===== config.mk =====
export PLATFORM = sky130hd
export DESIGN_NAME = uart_tx_serializer_flat
export DESIGN_NICKNAME = d
export VERILOG_FILES = /design/src/rtl/uart_tx_serializer_if.sv /design/src/rtl/uart_tx_serializer.sv /design/src/flat_wrapper.sv
export SDC_FILE = /design/constraint.sdc
export NUM_CORES = 1
export LEC_CHECK = 0
export CORE_MARGIN = 8
export CORE_UTILIZATION = 60
export CTS_BUF_LIST = sky130_fd_sc_hd__clkbuf_8
export CTS_CLUSTER_DIAMETER = 50
export DETAILED_ROUTE_END_ITERATION = 6
export PLACE_DENSITY = 0.94
export RECOVER_POWER = 25
export SYNTH_ARGS = -nofsm -noshare
export SYNTH_HDL_FRONTEND = slang
export SYNTH_SLANG_ARGS = --single-unit

===== constraint.sdc =====
create_clock -name clock -period 2.6 [get_ports clock]
set_input_delay 0.26 -clock clock [delete_from_list [all_inputs] [get_ports clock]]
set_output_delay 0.26 -clock clock [all_outputs]
set_load 0.01 [all_outputs]

===== src/rtl/uart_tx_serializer_if.sv =====
// FIFO read-side bundle between the transmit FIFO and the UART serializer.
// The serializer owns the master side (issues pops, consumes flag and data).
interface uart_tx_serializer_if #(
   parameter int DATA_BITS = 8
);
   logic                 fifo_empty;
   logic [DATA_BITS-1:0] fifo_data;
   logic                 fifo_pop;

   modport master (
      input  fifo_empty,
      input  fifo_data,
      output fifo_pop
   );

   modport slave (
      output fifo_empty,
      output fifo_data,
      input  fifo_pop
   );
endinterface


===== src/rtl/uart_tx_serializer.sv =====
// UART tx serializer: pops one FIFO entry per frame, sends start/data LSB-first/[even parity]/stop.
// Latency: pop 1 cycle after an enabled non-empty IDLE cycle, start bit 3 cycles after it.
// Backpressure: pops only from IDLE with tx_enable high; parity bit compiled in with UART_TX_PARITY_EN.
module uart_tx_serializer #(
   parameter int CLKS_PER_BIT = 16,
   parameter int DATA_BITS    = 8
) (
   input  logic                 clock,
   input  logic                 resetn,
   input  logic                 tx_enable,
   uart_tx_serializer_if.master fifo_if,
   output logic                 tx,
   output logic                 busy
);
   localparam int CW = $clog2(CLKS_PER_BIT);
   localparam int IW = $clog2(DATA_BITS + 1);
   localparam logic [CW-1:0] CNT_MAX  = CW'(CLKS_PER_BIT - 1);
   localparam logic [IW-1:0] LAST_BIT = IW'(DATA_BITS - 1);

   typedef enum logic [2:0] {
      S_IDLE,
      S_POP,
      S_WAIT,
      S_START,
      S_DATA,
`ifdef UART_TX_PARITY_EN
      S_PARITY,
`endif
      S_STOP
   } state_t;

   state_t               state;
   logic [CW-1:0]        cnt;
   logic [IW-1:0]        bit_idx;
   logic [DATA_BITS-1:0] shreg;
`ifdef UART_TX_PARITY_EN
   logic                 par;
`endif

   // Outputs are registered with the value belonging to the state being entered.
   always_ff @(posedge clock or negedge resetn) begin
      if (!resetn) begin
         state            <= S_IDLE;
         cnt              <= '0;
         bit_idx          <= '0;
         shreg            <= '0;
         tx               <= 1'b1;
         busy             <= 1'b0;
         fifo_if.fifo_pop <= 1'b0;
`ifdef UART_TX_PARITY_EN
         par              <= 1'b0;
`endif
      end else begin
         fifo_if.fifo_pop <= 1'b0;
         case (state)
            S_IDLE: begin
               if (tx_enable && !fifo_if.fifo_empty) begin
                  state            <= S_POP;
                  fifo_if.fifo_pop <= 1'b1;
                  busy             <= 1'b1;
               end
            end
            S_POP: begin
               state <= S_WAIT;
            end
            S_WAIT: begin
               shreg   <= fifo_if.fifo_data;
`ifdef UART_TX_PARITY_EN
               par     <= ^fifo_if.fifo_data;
`endif
               cnt     <= '0;
               bit_idx <= '0;
               tx      <= 1'b0;
               state   <= S_START;
            end
            S_START: begin
               if (cnt == CNT_MAX) begin
                  cnt   <= '0;
                  tx    <= shreg[0];
                  state <= S_DATA;
               end else begin
                  cnt <= cnt + 1'b1;
               end
            end
            S_DATA: begin
               if (cnt == CNT_MAX) begin
                  cnt   <= '0;
                  shreg <= shreg >> 1;
                  if (bit_idx == LAST_BIT) begin
                     bit_idx <= '0;
`ifdef UART_TX_PARITY_EN
                     tx      <= par;
                     state   <= S_PARITY;
`else
                     tx      <= 1'b1;
                     state   <= S_STOP;
`endif
                  end else begin
                     bit_idx <= bit_idx + 1'b1;
                     tx      <= shreg[1];
                  end
               end else begin
                  cnt <= cnt + 1'b1;
               end
            end
`ifdef UART_TX_PARITY_EN
            S_PARITY: begin
               if (cnt == CNT_MAX) begin
                  cnt   <= '0;
                  tx    <= 1'b1;
                  state <= S_STOP;
               end else begin
                  cnt <= cnt + 1'b1;
               end
            end
`endif
            S_STOP: begin
               if (cnt == CNT_MAX) begin
                  cnt   <= '0;
                  busy  <= 1'b0;
                  state <= S_IDLE;
               end else begin
                  cnt <= cnt + 1'b1;
               end
            end
            default: begin
               state <= S_IDLE;
               tx    <= 1'b1;
               busy  <= 1'b0;
            end
         endcase
      end
   end
endmodule


===== src/flat_wrapper.sv =====
// flat-port wrapper written by rule: the top's interface ports become plain ports
module uart_tx_serializer_flat 
#(
   parameter int CLKS_PER_BIT = 16,
   parameter int DATA_BITS    = 8
)
  (clock, resetn, tx_enable, tx, busy, fifo_if_fifo_empty, fifo_if_fifo_data, fifo_if_fifo_pop);
  uart_tx_serializer_if #(.DATA_BITS(DATA_BITS)) fifo_if_i ();
  input  logic clock;
  input  logic resetn;
  input  logic tx_enable;
  output logic tx;
  output logic busy;
  input wire logic [$bits(fifo_if_i.fifo_empty)-1:0] fifo_if_fifo_empty;
  input wire logic [$bits(fifo_if_i.fifo_data)-1:0] fifo_if_fifo_data;
  output wire logic [$bits(fifo_if_i.fifo_pop)-1:0] fifo_if_fifo_pop;
  assign fifo_if_i.fifo_empty = fifo_if_fifo_empty;
  assign fifo_if_i.fifo_data = fifo_if_fifo_data;
  assign fifo_if_fifo_pop = fifo_if_i.fifo_pop;
  uart_tx_serializer #(.CLKS_PER_BIT(CLKS_PER_BIT), .DATA_BITS(DATA_BITS)) u_core (.clock(clock), .resetn(resetn), .tx_enable(tx_enable), .fifo_if(fifo_if_i), .tx(tx), .busy(busy));
endmodule

== Yosys cells after proc, flatten, opt, wreduce, memory -nomap -nowiden ==
Index checks and enable logic that the tools add are counted.

* Input bits: 12
* ROM bits: 0
* Register bits: 22
* Latch bits: 0
* Memory bits (writable): 0
* Memories kept: 0
* Logic and storage cells: 57

* $add $sub $neg: 2
* Shift operators: 0
* Div/mod/pow operators: 0
* Magnitude comparators: 0
* Equality and inequality tests: 12
* Multiply operators: 0
* Mux-type cells: 22
* Reduce and logical (&&, ||, !) cells: 12
* Bitwise logic cells: 2

{| class="wikitable"
|+ Operators with widths
! kind !! count
|-
| $pmux 3 s6 || 1
|-
| $pmux 4 s2 || 2
|-
| $pmux 8 s2 || 1
|-
| $mux 3 || 5
|-
| $mux 4 || 3
|-
| $ne 2x1->1 const B || 5
|-
| $add 4x1->4 const B || 2
|-
| $mux 8 || 1
|-
| $mux 1 || 7
|-
| $eq 3x2->1 const B || 2
|-
| $eq 3x3->1 const B || 2
|-
| $reduce_and 3->1 || 2
|-
| $reduce_or 3->1 || 2
|-
| $reduce_and 5->1 || 1
|-
| $eq 4x3->1 const B || 1
|-
| $eq 4x4->1 const B || 1
|-
| $pmux 1 s4 || 1
|-
| $reduce_bool 2->1 || 2
|-
| $reduce_or 4->1 || 1
|-
| $eq 3x1->1 const B || 1
|-
| $logic_not 3->1 || 1
|-
| $pmux 1 s3 || 1
|-
| $not 1->1 || 2
|-
| $reduce_and 2->1 || 1
|-
| 2 further kinds || 2
|}

== Depth between registers and ports, before layout ==
Gate-level depths: netlist of the first run.

* Depth in word-level cells: 4
* Mapped depth: 7

== Worst setup path before layout of the first run ==
Ideal clock, no wire load.

* Path kind: register to register
* Start point: reg u_core.cnt[0]
* End point: reg u_core.shreg[3]
* Arrival: 1558 ps
* Stages on the path, launching flop included: 7
* Setup slack: 914 ps
* Path buffers: 2
* Path through: dfrtp_1 ha_1 and3_1 buf_6 a22oi_2 buf_2 o21ai_0

* Cells in the longest elaborated chain, start to end: 3

{| class="wikitable"
|+ RTL lines
! what !! line !! RTL
|-
| start, declared || uart_tx_serializer.sv:33 || <nowiki>logic [CW-1:0] cnt;</nowiki>
|-
| start signal, assigned || uart_tx_serializer.sv:82 || <nowiki>cnt <= cnt + 1'b1;</nowiki>
|-
| start signal, assigned || uart_tx_serializer.sv:103 || <nowiki>cnt <= cnt + 1'b1;</nowiki>
|-
| start signal, assigned || uart_tx_serializer.sv:123 || <nowiki>cnt <= cnt + 1'b1;</nowiki>
|-
| $eq 4x4->1 || uart_tx_serializer.sv:86 || <nowiki>if (cnt == CNT_MAX) begin</nowiki>
|-
| $ne 2x1->1 (no source line) || - ||
|-
| $reduce_and 2->1 (no source line) || - ||
|-
| end signal, assigned || uart_tx_serializer.sv:67 || <nowiki>shreg <= fifo_if.fifo_data;</nowiki>
|-
| end signal, assigned || uart_tx_serializer.sv:88 || <nowiki>shreg <= shreg >> 1;</nowiki>
|-
| end, declared || uart_tx_serializer.sv:35 || <nowiki>logic [DATA_BITS-1:0] shreg;</nowiki>
|}

Every way passes these cells.
A chain may end at the register's enable or synchronous reset.

== Worst setup path in the final report of the first run ==
* Start point: reg u_core.cnt[0]
* End point: reg u_core.bit_idx[0]

* Cells in the longest elaborated chain, start to end: 3

{| class="wikitable"
|+ RTL lines
! what !! line !! RTL
|-
| $eq 4x4->1 || uart_tx_serializer.sv:86 ||
|-
| $ne 2x1->1 (no source line) || - ||
|-
| $reduce_and 2->1 (no source line) || - ||
|-
| end signal, assigned || uart_tx_serializer.sv:99 || <nowiki>bit_idx <= bit_idx + 1'b1;</nowiki>
|-
| end, declared || uart_tx_serializer.sv:34 || <nowiki>logic [IW-1:0] bit_idx;</nowiki>
|}

Every way passes these cells.

==> reports/results.txt, run 1 <==
status = complete, no violations
Crit-path slowest cell = a22oi_2
top cell type's share of synthesized area = 43.3%
largest net degree at the start of global routing = 23
Area growth syn-to-layout = 16.6%
Clock power frac = 39.5%
share of cells above drive strength 1 = 8.33%
CP startpoint kind = flop
Worst Skew = 0.00169 ns
Cell Pwr Density = 448 nW/um2
pre-CTS WS = 0.671 ns
vias per inst = 6.31
Global Route Usage Sum = 16.5%
Final Hold Viols = 0
Via Count = 1079
post-route ant nets = 0
Initial Utilization = 62.5%
unrepaired setup endpoints after global routing = false
critical path class = reg2reg
max-slew violation count = 0
Psw = 131 uW
Synth Register Bits = 22
gpl congestion = 0.801
CTS H-Tree Depth = 1
Final HPWL DP = 1870 um
Longest Clk Path Bufs = 2
Rows = 16
post-layout util = 72.9%
Setup violations, final = 0
Sequential Power Share = 55.3%
drt drc = 0
Layout Cells excl Fill = 171
Synth Warn # = 0
crit path capture type = flop
die area = 3720 um2
First DRT Iteration DRCs = 38
routed len/inst = 16.4 um
Int Pwr = 504 uW
CTS sink count = 22
Switching Share = 20.7%
Comb power frac = 5.2%
initial antenna violation count = 0
placed inst area = 1360 um2
HP Class = reg2reg
GRT overflow = 0
Synth Area per Inst = 9.19 um2
setup bufs post-CTS = 0
PortBufs = 14
maximum VDD drop = 0.344 mV
Die Y = 61.0 um
post-synth cell types = 37
dominant cell type by area after synthesis = dfrtp_1
MaxCap Viol Count = 0
finished layout cell area = 1420 um2
Area contributors post-synth = dfrtp_1, mux2i_1, nand2_1
placed insts = 167
Syn Inst Count = 132
CP arrival = 2.22 ns
# IOs = 15
Detailed Routing Iterations Pass 1 = 4
Root Driver = clkbuf_8
Resize count post-CTS = 0
crit-path max FO = 19
Critical R2R Launch = u_core.cnt[0]
Layout Nets = 159
fmax = 487 MHz
worst-margin pin slew = 1.18 ns
core footprint = 1940 um2
FILL cells = 134
critical hold path startpoint = u_core.shreg[0]
sequential-to-total area share from yosys stat = 45.5%
P_leak = 0.632 nW
total negative slack = 0 ns
commonest cells after routing, fill and taps aside = dfrtp_1, nand2_1, clkdlybuf4s50_1, o21ai_0, a21oi_1
number of global-route vias before repair = 1048
PnR worst setup slack = 0.548 ns
commonest non-fill, non-tap cell in the layout = dfrtp_1
Worst slew margin = 21.3%
number of diodes = 0
final WL = 2800 um
first-pass GRT wire length = 4620 um
syn_nets = 146
CTS tree = yes
CP Cell Sequence = ha_1, and3_1, a22oi_2, nor3_1, a21o_1
required time of the critical path = 2.76 ns
cts bufs inserted = 3
Cell Area, Synth = 1210 um2
DIE WIDTH = 61.0 um
clock latency on the worst-skew pair = 0.27 ns
Worst Setup SP = u_core.cnt[0]
max incr delay on CP = 0.59 ns
clock slew at reported path FFs = 0.08 ns
fin crit share = 78.9%
fin crit period = 2.05 ns
Hold Buf Count CTS = 0
total chip power = 635 uW
WHS = 0.487 ns
==> worst paths after layout <==
path,to,slack [ns],depth (start not counted)
max in group asynchronous,u_core.cnt[1],1.16,2
setup reg to reg,u_core.bit_idx[0],0.55,5
hold reg to reg,u_core.shreg[0],0.49,2
min in group asynchronous,u_core.state[0],0.74,2
hold / removal,u_core.shreg[0],0.49,2
setup / recovery,u_core.bit_idx[0],0.55,5
==> layer usage <==
layer	routed length (um)	global-route usage (%)	vias to the layer above
met4	57	8.97	0
met3	158	4.03	9
met5	0	0	-
li1	-	-	505
met1	1170	19.4	524
met2	1410	27.0	41
==> cells by family (layout without fill, tap and decap cells) <==
logic type / Yosys count / count (layout) / share of synthesized area (%)
simple gates: 44 / 44 / 17.8
mux: 10 / 10 / 8.45
fa+ha+maj: 2 / 2 / 2.06
compound gates: 41 / 41 / 21.1
flops: 22 / 22 / 45.5
buf+inv: 13 / 25 / 5.05
==> sequential cells by signal (all words and copies together), names as in the netlist <==
name,cells
u_core.shreg,8
u_core.bit_idx,4
u_core.cnt,4
u_core.state,3
u_core.busy,1
u_core.fifo_if.fifo_pop,1
u_core.tx,1
==> area by class of cell <==
class	instances	area (um2)	area share [%]
multi-input combinational	97	601	42.4
inverter	4	15.0	1.06
clock buffer	4	55.1	3.89
sequential	22	552	39.0
tap	27	33.8	2.39
timing repair buffer	17	159	11.2
==> cell usage after synthesis, drive strengths merged <==
master	number
a211oi	6
nor2	8
buf	8
clkbuf	1
a31oi	1
nor4	2
a22oi	1
clkinv	1
o31ai	1
nand3b	1
a2bb2oi	1
ha	2
mux2	2
a2111oi	1
a221oi	1
or4b	1
dfstp	1
nand2b	2
nand2	17
inv	3
mux2i	8
and3	3
or3	1
o21ai	13
nand3	4
a21o	1
nor3b	1
a21oi	10
nor3	4
o211ai	2
o221ai	1
o22ai	2
dfrtp	21
==> worst max-delay path, delay by kind of cell, from the launching register on <==
family                     cells  cell delay [ns]
DFF                            1             0.46
AOI/OAI and AO/OA              2             0.78
and+or+nand+nor                2             0.40
adders and majority gates      1             0.31
==> power by group through the flow <==
stage / sequential, mW / clock [mW] / combinational, mW
3_5_place_dp: 0.358 / 0 / 0.0349
6_report: 0.351 / 0.251 / 0.0332
3_3_place_gp: 0.357 / 0 / 0.0340
2_1_floorplan: 0.357 / 0 / 0.00754
5_1_grt: 0.351 / 0.261 / 0.0376
4_1_cts: 0.351 / 0.256 / 0.0351
Note: power is estimated with default switching activity, not from simulation.
==> run 2: changes to the inputs <==
--- a/config.mk
+++ b/config.mk
@@ -6,11 +6,11 @@
 export NUM_CORES = 1
 export LEC_CHECK = 0
 export CORE_MARGIN = 8
-export CORE_UTILIZATION = 60
+export CORE_UTILIZATION = 51
 export CTS_BUF_LIST = sky130_fd_sc_hd__clkbuf_8
 export CTS_CLUSTER_DIAMETER = 50
 export DETAILED_ROUTE_END_ITERATION = 6
-export PLACE_DENSITY = 0.94
+export PLACE_DENSITY = 0.86
 export RECOVER_POWER = 25
 export SYNTH_ARGS = -nofsm -noshare
 export SYNTH_HDL_FRONTEND = slang
==> constraint.sdc (replaced) <==
create_clock -name clock -period 1.7 [get_ports clock]
set_input_delay 0.17 -clock clock [delete_from_list [all_inputs] [get_ports clock]]
set_output_delay 0.17 -clock clock [all_outputs]
set_load 0.01 [all_outputs]
==> run 2 against run 1 <==
  * Critical path depth unchanged
  * Non-clock buffer count increased by 9
  * Clock skew increased by 0.00061 ns
  * Cell area increased by 7.3%
  * Critical endpoint is now u_core.bit_idx[2]
  * Wire length increased by 2.9%
  * Combinational power increased by 53%
  * Via count increased by 6.7%
  * Clock power increased by 94%
  * Core utilization decreased by 4.9 points
  * Largest cell class unchanged
  * Maximum frequency increased by 29%
  * Highest routed layer unchanged
  * Sequential cell count unchanged
==> reports/results.txt, run 2 (synthesis results as in run 1) <==
status = complete, no violations
max-slew violation count = 0
PortBufs = 14
Initial Utilization = 54.3%
Die Y = 64.8 um
Final HPWL DP = 1990 um
Setup violations, final = 0
first-pass GRT wire length = 4860 um
Longest Clk Path Bufs = 2
fmax = 629 MHz
commonest non-fill, non-tap cell in the layout = dfrtp_1
setup bufs post-CTS = 0
First DRT Iteration DRCs = 60
Worst Setup SP = u_core.cnt[0]
Largest regs = u_core.shreg (8), u_core.bit_idx (4), u_core.cnt (4)
number of global-route vias before repair = 1150
Global Route Usage Sum = 14.1%
die area = 4200 um2
post-layout util = 68.0%
cts bufs inserted = 3
crit-path max FO = 6
sequential cell area = 552 um2
Critical R2R Launch = u_core.cnt[0]
top sig layer = met4
Rows = 17
Worst path top cell family by delay = simple AND/OR/NAND/NOR gates
Crit-path slowest cell = or4b_1
drt drc = 0
GRT overflow = 0
Most flops, register = u_core.shreg
Resize count post-CTS = 1
vias per inst = 6.36
CP Cell Sequence = ha_4, and3_4, nand2_2, or4b_1, o211ai_1
Worst R2R Path Depth = 5
share of cells above drive strength 1 = 15.0%
post-route ant nets = 0
commonest cells after routing, fill and taps aside = dfrtp_1, nand2_1, clkdlybuf4s50_1, o21ai_0, buf_4
largest net degree at the start of global routing = 23
max incr delay on CP = 0.48 ns
Worst slew margin = 22.3%
crit path capture type = flop
number of diodes = 0
CP arrival = 1.77 ns
Detailed Routing Iterations Pass 1 = 5
Setup crit end = u_core.bit_idx[2]
# IOs = 15
Buf/Inv on CP = 0
Via Count = 1151
Layout Nets = 168
footprint of the multi-input gates = 618 um2
clock slew at reported path FFs = 0.08 ns
CTS tree = yes
core footprint = 2230 um2
FILL cells = 181
unrepaired setup endpoints after global routing = false
max reg flops = 8
Cell Pwr Density = 708 nW/um2
Area growth syn-to-layout = 25.1%
DIE WIDTH = 64.8 um
total negative slack = 0 ns
CTS H-Tree Depth = 1
Root Driver = clkbuf_8
fin crit share = 93.5%
Hold Buf Count CTS = 0
Crit path depth = 5
routed len/inst = 15.9 um
met3 wire length = 215 um
initial antenna violation count = 0
met2 wire len = 1360 um
register-to-register path setup slack = 0.11 ns
CP startpoint kind = flop
CTS sink count = 22
Final Hold Viols = 0
P_leak = 0.687 nW
fin crit period = 1.59 ns
MaxCap Viol Count = 0
HP Class = reg2reg
critical path class = reg2reg
gpl congestion = 0.894
worst-margin pin slew = 1.17 ns
final WL = 2880 um
Worst Skew = 0.00229 ns
clock latency on the worst-skew pair = 0.26 ns
Met1 Wirelength = 1190 um
required time of the critical path = 1.88 ns
R2R Path End = u_core.bit_idx[2]
maximum VDD drop = 0.701 mV
==> run 2: per-stage QoR <==
step	instance area, um2	std cells	setup slack [ns]	hold WS (ns)	power (mW)
floorplan	1210	132	0.0137	-0.126	0.558
detailed placement	1430	177	0.0272	0.474	0.601
global route	1520	181	0.0447	0.511	1.10
finish	1520	181	0.111	0.491	1.07
global placement	1430	177	0.111	0.464	0.599
CTS	1510	181	0.0229	0.261	1.08
==> run 2: metal layers <==
layer,up-vias,GRT usage [%]
li1,523,-
met1,528,16.9
met4,0,6.54
met2,80,23.1
met3,20,3.44
met5,-,0
==> run 2: report_power, final <==
group	switching, mW	internal [mW]
registers	0.00494	0.532
logic	0.0197	0.0313
clock network	0.172	0.314
==> run 2: worst min path at each step <==
stage / slack, ns / end / startpoint / cells past startpoint
after floorplan: -0.13 / u_core.bit_idx[0] / resetn / 0
after global placement: 0.46 / u_core.shreg[0] / u_core.shreg[0] / 2
final: 0.49 / u_core.shreg[4] / u_core.shreg[4] / 2
after global routing: 0.51 / u_core.shreg[6] / u_core.shreg[6] / 2
after CTS: 0.26 / u_core.fifo_if.fifo_pop / resetn / 2
after detailed placement: 0.47 / u_core.shreg[6] / u_core.shreg[6] / 2
==> run 2: worst min-delay path, cell delays in order (launching register included) <==
cell and delay (ns):
dfrtp_1 0.35, nand2_1 0.05, o21ai_1 0.06
==> run 2: cell type report <==
class | instances | share of cell area [%]
Inverter | 4 | 0.989
Sequential cell | 22 | 36.4
Timing Repair Buffer | 26 | 14.9
Multi-Input combinational cell | 97 | 40.7
Clock buffer | 3 | 2.72
Clock inverter | 1 | 1.98
Tap cell | 28 | 2.31
